### config.mk
export PLATFORM = sky130hd
export DESIGN_NAME = serial_mag_cmp_ctrl
export DESIGN_NICKNAME = d
export VERILOG_FILES = /design/src/rtl/serial_mag_cmp_ctrl.sv
export SDC_FILE = /design/constraint.sdc
export NUM_CORES = 1
export LEC_CHECK = 0
export CORE_UTILIZATION = 45
export CTS_CLUSTER_DIAMETER = 50
export CTS_CLUSTER_SIZE = 25
export DETAILED_ROUTE_END_ITERATION = 16
export GPL_TIMING_DRIVEN = 0
export PLACE_DENSITY_LB_ADDON = 0.05
export SYNTH_ARGS = -nofsm -noshare
export SYNTH_HDL_FRONTEND = slang
export SYNTH_HIERARCHICAL = 1
export SYNTH_SLANG_ARGS = --single-unit
### constraint.sdc
create_clock -name clk -period 3.5 [get_ports clk]
set_input_delay 0.7 -clock clk [delete_from_list [all_inputs] [get_ports clk]]
set_output_delay 0.7 -clock clk [all_outputs]
set_load 0.02 [all_outputs]
### src/rtl/serial_mag_cmp_ctrl.sv
// Serial magnitude comparator: two bits per cycle, MS pair first, early exit on first unequal pair.
// Optional CMP_SIGNED_EN: operands treated as two's complement via MSB inversion at load.

module cmp2_slice (
    input  logic [1:0] a,
    input  logic [1:0] b,
    output logic       gt,
    output logic       eq,
    output logic       lt
);
    always_comb begin
        gt = (a > b);
        eq = (a == b);
        lt = (a < b);
    end
endmodule

// state  | meaning
// IDLE   | waiting for start, result regs hold last value
// RUN    | comparing one bit pair per cycle
// DONE   | one-cycle result-valid pulse, start may be accepted
module serial_mag_cmp_ctrl #(
    parameter int WIDTH = 8
) (
    input  logic             clk,
    input  logic             reset,
    input  logic             start,
    input  logic [WIDTH-1:0] inA,
    input  logic [WIDTH-1:0] inB,
    output logic             busy,
    output logic             done,
    output logic             outGT,
    output logic             outEQ,
    output logic             outLT
);
    localparam int NPAIR = WIDTH / 2;
    localparam int CW    = (NPAIR > 1) ? $clog2(NPAIR) : 1;

    localparam logic [1:0] S_IDLE = 2'd0;
    localparam logic [1:0] S_RUN  = 2'd1;
    localparam logic [1:0] S_DONE = 2'd2;

    logic [1:0]       state_q, state_d;
    logic [WIDTH-1:0] sa_q, sa_d;
    logic [WIDTH-1:0] sb_q, sb_d;
    logic [CW-1:0]    cnt_q, cnt_d;
    logic [2:0]       res_q, res_d;   // {gt, eq, lt}
    logic [WIDTH-1:0] load_a, load_b;
    logic             slice_gt, slice_eq, slice_lt;

`ifdef CMP_SIGNED_EN
    // Offset-binary mapping makes the unsigned serial compare order signed values.
    localparam logic [WIDTH-1:0] SIGN_MASK = {1'b1, {(WIDTH-1){1'b0}}};
    assign load_a = inA ^ SIGN_MASK;
    assign load_b = inB ^ SIGN_MASK;
`else
    assign load_a = inA;
    assign load_b = inB;
`endif

    cmp2_slice u_slice (
        .a  (sa_q[WIDTH-1:WIDTH-2]),
        .b  (sb_q[WIDTH-1:WIDTH-2]),
        .gt (slice_gt),
        .eq (slice_eq),
        .lt (slice_lt)
    );

    always_comb begin
        state_d = state_q;
        sa_d    = sa_q;
        sb_d    = sb_q;
        cnt_d   = cnt_q;
        res_d   = res_q;
        case (state_q)
            S_IDLE, S_DONE: begin
                if (start) begin
                    sa_d    = load_a;
                    sb_d    = load_b;
                    cnt_d   = '0;
                    res_d   = 3'b000;
                    state_d = S_RUN;
                end else begin
                    state_d = S_IDLE;
                end
            end
            S_RUN: begin
                if (!slice_eq) begin
                    res_d   = {slice_gt, 1'b0, slice_lt};
                    state_d = S_DONE;
                end else if (cnt_q == CW'(NPAIR - 1)) begin
                    res_d   = 3'b010;
                    state_d = S_DONE;
                end else begin
                    sa_d  = sa_q << 2;
                    sb_d  = sb_q << 2;
                    cnt_d = cnt_q + CW'(1);
                end
            end
            default: state_d = S_IDLE;
        endcase
    end

    always_ff @(posedge clk) begin
        if (reset) begin
            state_q <= S_IDLE;
            sa_q    <= '0;
            sb_q    <= '0;
            cnt_q   <= '0;
            res_q   <= 3'b000;
        end else begin
            state_q <= state_d;
            sa_q    <= sa_d;
            sb_q    <= sb_d;
            cnt_q   <= cnt_d;
            res_q   <= res_d;
        end
    end

    assign busy  = (state_q == S_RUN);
    assign done  = (state_q == S_DONE);
    assign outGT = res_q[2];
    assign outEQ = res_q[1];
    assign outLT = res_q[0];

endmodule

# Word-level counts from Yosys, hierarchy flattened
# Index checks and enable logic that the tools add are counted.
dict set report classes {
  n_addsub 1
  order_cmp 2
  eq_ne 8
  mux 20
  reduce_logical 5
}
# op count
set op_table {}
lappend op_table {{two-way mux 8 bit} 6}
lappend op_table {{case mux 8 bit (2 select lines)} 2}
lappend op_table {{two-way mux 2 bit} 5}
lappend op_table {{two-way mux 3 bit} 3}
lappend op_table {{case mux 2 bit (2 select lines)} 2}
lappend op_table {{case mux 3 bit (2 select lines)} 1}
lappend op_table {{== test 2 bit (second input constant)} 2}
lappend op_table {{!= test 2 bit (second input constant)} 2}
lappend op_table {{AND reduction 4 bit} 1}
lappend op_table {{!= test 3 x 2 -> 1 bit (second input constant)} 1}
lappend op_table {{AND reduction 3 bit} 1}
lappend op_table {{adder 2 x 1 -> 2 bit (second input constant)} 1}
lappend op_table {{== test 2 x 1 -> 1 bit (second input constant)} 1}
lappend op_table {{== test 2 bit} 1}
lappend op_table {{> comparator 2 bit} 1}
lappend op_table {{zero test 2 bit} 1}
lappend op_table {{< comparator 2 bit} 1}
lappend op_table {{!= test 2 x 1 -> 1 bit (second input constant)} 1}
lappend op_table {{nonzero test 2 bit} 1}
lappend op_table {{OR reduction 2 bit} 1}
lappend op_table {{two-way mux 1 bit} 1}
dict set report word_totals {
  regBits 23
  input_bits 19
  out_inout_bits 5
  word_cells 41
}

# Logic depth before layout (Yosys ltp)
dict set report depth {
  word_depth 4
  mapped_depth 7
  ltp_nobuf 6
}

# Hierarchy
# The synthesis kept the hierarchy.
# module instances cells_per_inst area_each_um2 seq_area_each_um2
set modules_own_cells {}
lappend modules_own_cells {serial_mag_cmp_ctrl 1 82 954.7 460.4}
lappend modules_own_cells {cmp2_slice 1 9 62.6 0.0}

# Worst setup path after synthesis
# Ideal clock, no wire load.
dict set report synth_path {
  path_kind {reg2reg}
  start {register sa_q[6]}
  end {register sb_q[5]}
  setup_ns 0.070
  arrival_time_ns 1.500
  t_required_ns 3.430
  path_slack_ns 1.929
  path_stages_with_launch 8
  path_buffers 1
  period_less_slack_ns 1.571
  path_cell_list {dfxtp_1 > inv_1 > ha_1 > and2_4 > and4bb_4 > nor3_4 > buf_6 > o2bb2ai_1}
}
dict set report synth_between {
  elab_chain_cells 3
}
# element line
set synth_lines {}
lappend synth_lines {{start: declaration} 44} ;# logic [WIDTH-1:0] sa_q, sa_d;
lappend synth_lines {{start signal: assignment} 107} ;# sa_q <= '0;
lappend synth_lines {{start signal: assignment} 113} ;# sa_q <= sa_d;
lappend synth_lines {{== test 2 bit} 13} ;# eq = (a == b);
lappend synth_lines {{via slice_eq} 49} ;# logic slice_gt, slice_eq, slice_lt;
lappend synth_lines {{!= test 2 x 1 -> 1 bit (no line)} n/a}
lappend synth_lines {{AND reduction 4 bit (no line)} n/a}
lappend synth_lines {{end signal: assignment} 108} ;# sb_q <= '0;
lappend synth_lines {{end signal: assignment} 114} ;# sb_q <= sb_d;
lappend synth_lines {{end: declaration} 45} ;# logic [WIDTH-1:0] sb_q, sb_d;
# The timed path passes the listed nets, and every way through them passes these cells.
# A chain may end at the register's enable or synchronous reset.

# Worst setup path after layout
dict set report layout_path {
  start {register state_q[0]}
  end {output port busy}
}
dict set report layout_between {
  elab_chain_cells 1
}
# element line
set layout_lines {}
lappend layout_lines {{start: declaration} 43} ;# logic [1:0] state_q, state_d;
lappend layout_lines {{start signal: assignment} 112} ;# state_q <= state_d;
lappend layout_lines {{== test 2 x 1 -> 1 bit} 120} ;# assign busy = (state_q == S_RUN);
lappend layout_lines {{end: declaration} 30} ;# output logic busy,
# Every way passes these cells.

==> metrics.cfg <==
[run_status]
outcome = complete, no violations

[clocking]
cts_root_buf = clkbuf_4
clk_pin_slew_ps = 130
cts_tree = done
worstSkewPairLatency_ps = 310
post_cts_resized = 0
cts.sinks = 23
numCtsBuffers = 3
postCtsSetupBuffers = 0
htreeDepth = 1
hold_buffers = 0
clock_path_buffers = 2

[global_route]
grt_pass1_wl_um = 3240
overflow = 0
grt_pass1_vias = 745
grtUsageTotal_pct = 17.6
antenna_found_initial = 0
grt_max_degree = 13

[timing]
fmax_ghz = 0.420
hold_viol = 0
skew_ps = 7.51
setup_ws_ps = 1120
period_share_pct = 68.0
fin_crit_ps = 2380
tightest_slew_ps = 403
slew_violations = 0
finalSetupViolations = 0
rsz0062_at_grt = no
relSlewSlack_pct = 73.1
tns_ps = 0

[synthesis]
yosysWarnings = 6
syn_nets = 113
netlist_area_mm2 = 0.00102
synth_top_area_share_pct = 45.3
netlist_instances = 91
synth_area_leaders = dfxtp_1 45%, mux2i_1 12%, o2bb2ai_1 10%
synth_area_per_cell_um2 = 11.2
ys_seq_area_share_pct = 45.3
ys_types = 26
synth_seq_cells = 23
yosysTopAreaCell = dfxtp_1

[detailed_routing]
vias_per_cell = 5.28
first_pass_iters = 6
wl_per_cell_um = 12.8
drc = 0
totalWireLength_um = 1850
drtAntennaViolNets = 0
vias = 760
initialDrtViolationCount = 3

[run]
max-cap-violations = 0

[place]
gp_congestion = 0.684
hpwl_um = 1390
io_buffers = 22
place_ws_ps = 1370

[critical_path]
cp_max_fo = 7
crit_required_ps = 2800
critical_path_class = register to primary output
start_kind = register
cp-end-kind = primary output
arrival_ps = 1680

[floorplanning]
row_count = 16
dieArea_mm2 = 0.00245
die_y_um = 49.5
core_area_mm2 = 0.00204
die_width_um = 49.5
initial_core_util_pct = 49.8
io-pin-count = 24

[cells_and_area]
area_delta_synth_final_pct = 27.6
fin_nets = 140
drive_gt1_share_pct = 12.8
num_antenna_cells = 0

[pwr]
powerDensity_mw_per_mm2 = 437
p_leak_nw = 0.537
total_power_w = 0.000568
vdd.ir_drop.worst_uv = 272

[hold_path]
hp-class = register to register

-- worst max-delay path, cell delays in order (launching register included) --
cell and delay (ps):
dfxtp_1 430, nand2b_1 70, buf_4 180, inv_2 90, clkdlybuf4s50_1 600
-- cells in the final DEF, fill, tap and decap left out, types with 3 or more instances in the layout --
cell type	instances
buf_4	3
ha_1	3
o2bb2ai_1	12
a22o_1	4
clkdlybuf4s50_1	22
nand2_1	3
dfxtp_1	23
inv_1	3
mux2i_1	12
nand2b_1	4
clkbuf_4	3
a21oi_1	4
-- cell usage after synthesis --
cell type	n
and2_4	1
o2bb2ai_1	12
clkbuf_1	1
buf_4	3
a21oi_1	4
inv_2	2
inv_1	3
o21bai_2	1
nand2_1	3
nor2_1	1
nand2b_1	4
and4bb_4	1
o211ai_1	2
nor2b_1	2
dfxtp_1	23
nor4_1	1
mux2i_1	12
nor3_4	1
buf_6	1
a22o_1	4
ha_1	3
nor3_1	1
nor3b_1	1
o2bb2ai_2	2
and2b_1	1
and2_1	1
-- per-stage QoR --
stage | instance area (um^2) | instances | hold slack [ps] | util, %
2_1_floorplan | 1020 | 91 | 432 | -
3_3_place_gp | 1270 | 140 | 444 | 62.3
3_5_place_dp | 1270 | 140 | 448 | 62.3
4_1_cts | 1300 | 144 | 481 | 63.5
5_1_grt | 1300 | 144 | 487 | 63.5
6_report | 1300 | 144 | 475 | 63.5
-- worst paths after layout --
path,cells past startpoint,start,end,slack [ps]
max,4,state_q[0],busy,1120
min,1,sb_q[3],sb_q[3],470
max reg2reg,7,sa_q[6],sb_q[5],1710
min reg2reg,1,sb_q[3],sb_q[3],470
-- sequential cells by signal (all words and copies together) (netlist names) --
| signal | cells |
|---|---|
| sb_q | 8 |
| sa_q | 8 |
| cnt_q | 2 |
| res_q | 3 |
| state_q | 2 |
-- power by group --
group	internal, W	leakage (nW)	switching, W
clock network	0.0000445	0.0150	0.0000781
registers	0.000286	0.188	0.0000137
logic	0.0000760	0.334	0.0000697
total	0.000406	0.537	0.000162
-- routing by layer --
| layer | vias up | global-route usage, % | wire (um) |
|---|---|---|---|
| met5 | - | 0 | 0 |
| li1 | 385 | - | - |
| met4 | 0 | 8.57 | 38 |
| met2 | 23 | 32.0 | 897 |
| met1 | 347 | 19.5 | 826 |
| met3 | 5 | 2.78 | 85 |
-- layout make-up --
| type | count | area, um^2 |
|---|---|---|
| fillers | 189 | 744 |
| multi-input cells | 58 | 500 |
| flip-flops and latches | 23 | 460 |
| repair buffers | 22 | 220 |
| plain buffers | 5 | 37.5 |
| well taps | 27 | 33.8 |
| clock buffers | 4 | 26.3 |
| inverters | 5 | 18.8 |
-- kinds of logic after synthesis --
kind of cell	synth area share [%]
AOI/OAI and AO/OA	21.3
adders and majority gates	3.69
muxes	11.8
DFF	45.3
and+or+nand+nor	12.4
buffers and inverters	5.53
Note: power is estimated with default switching activity, not from simulation.
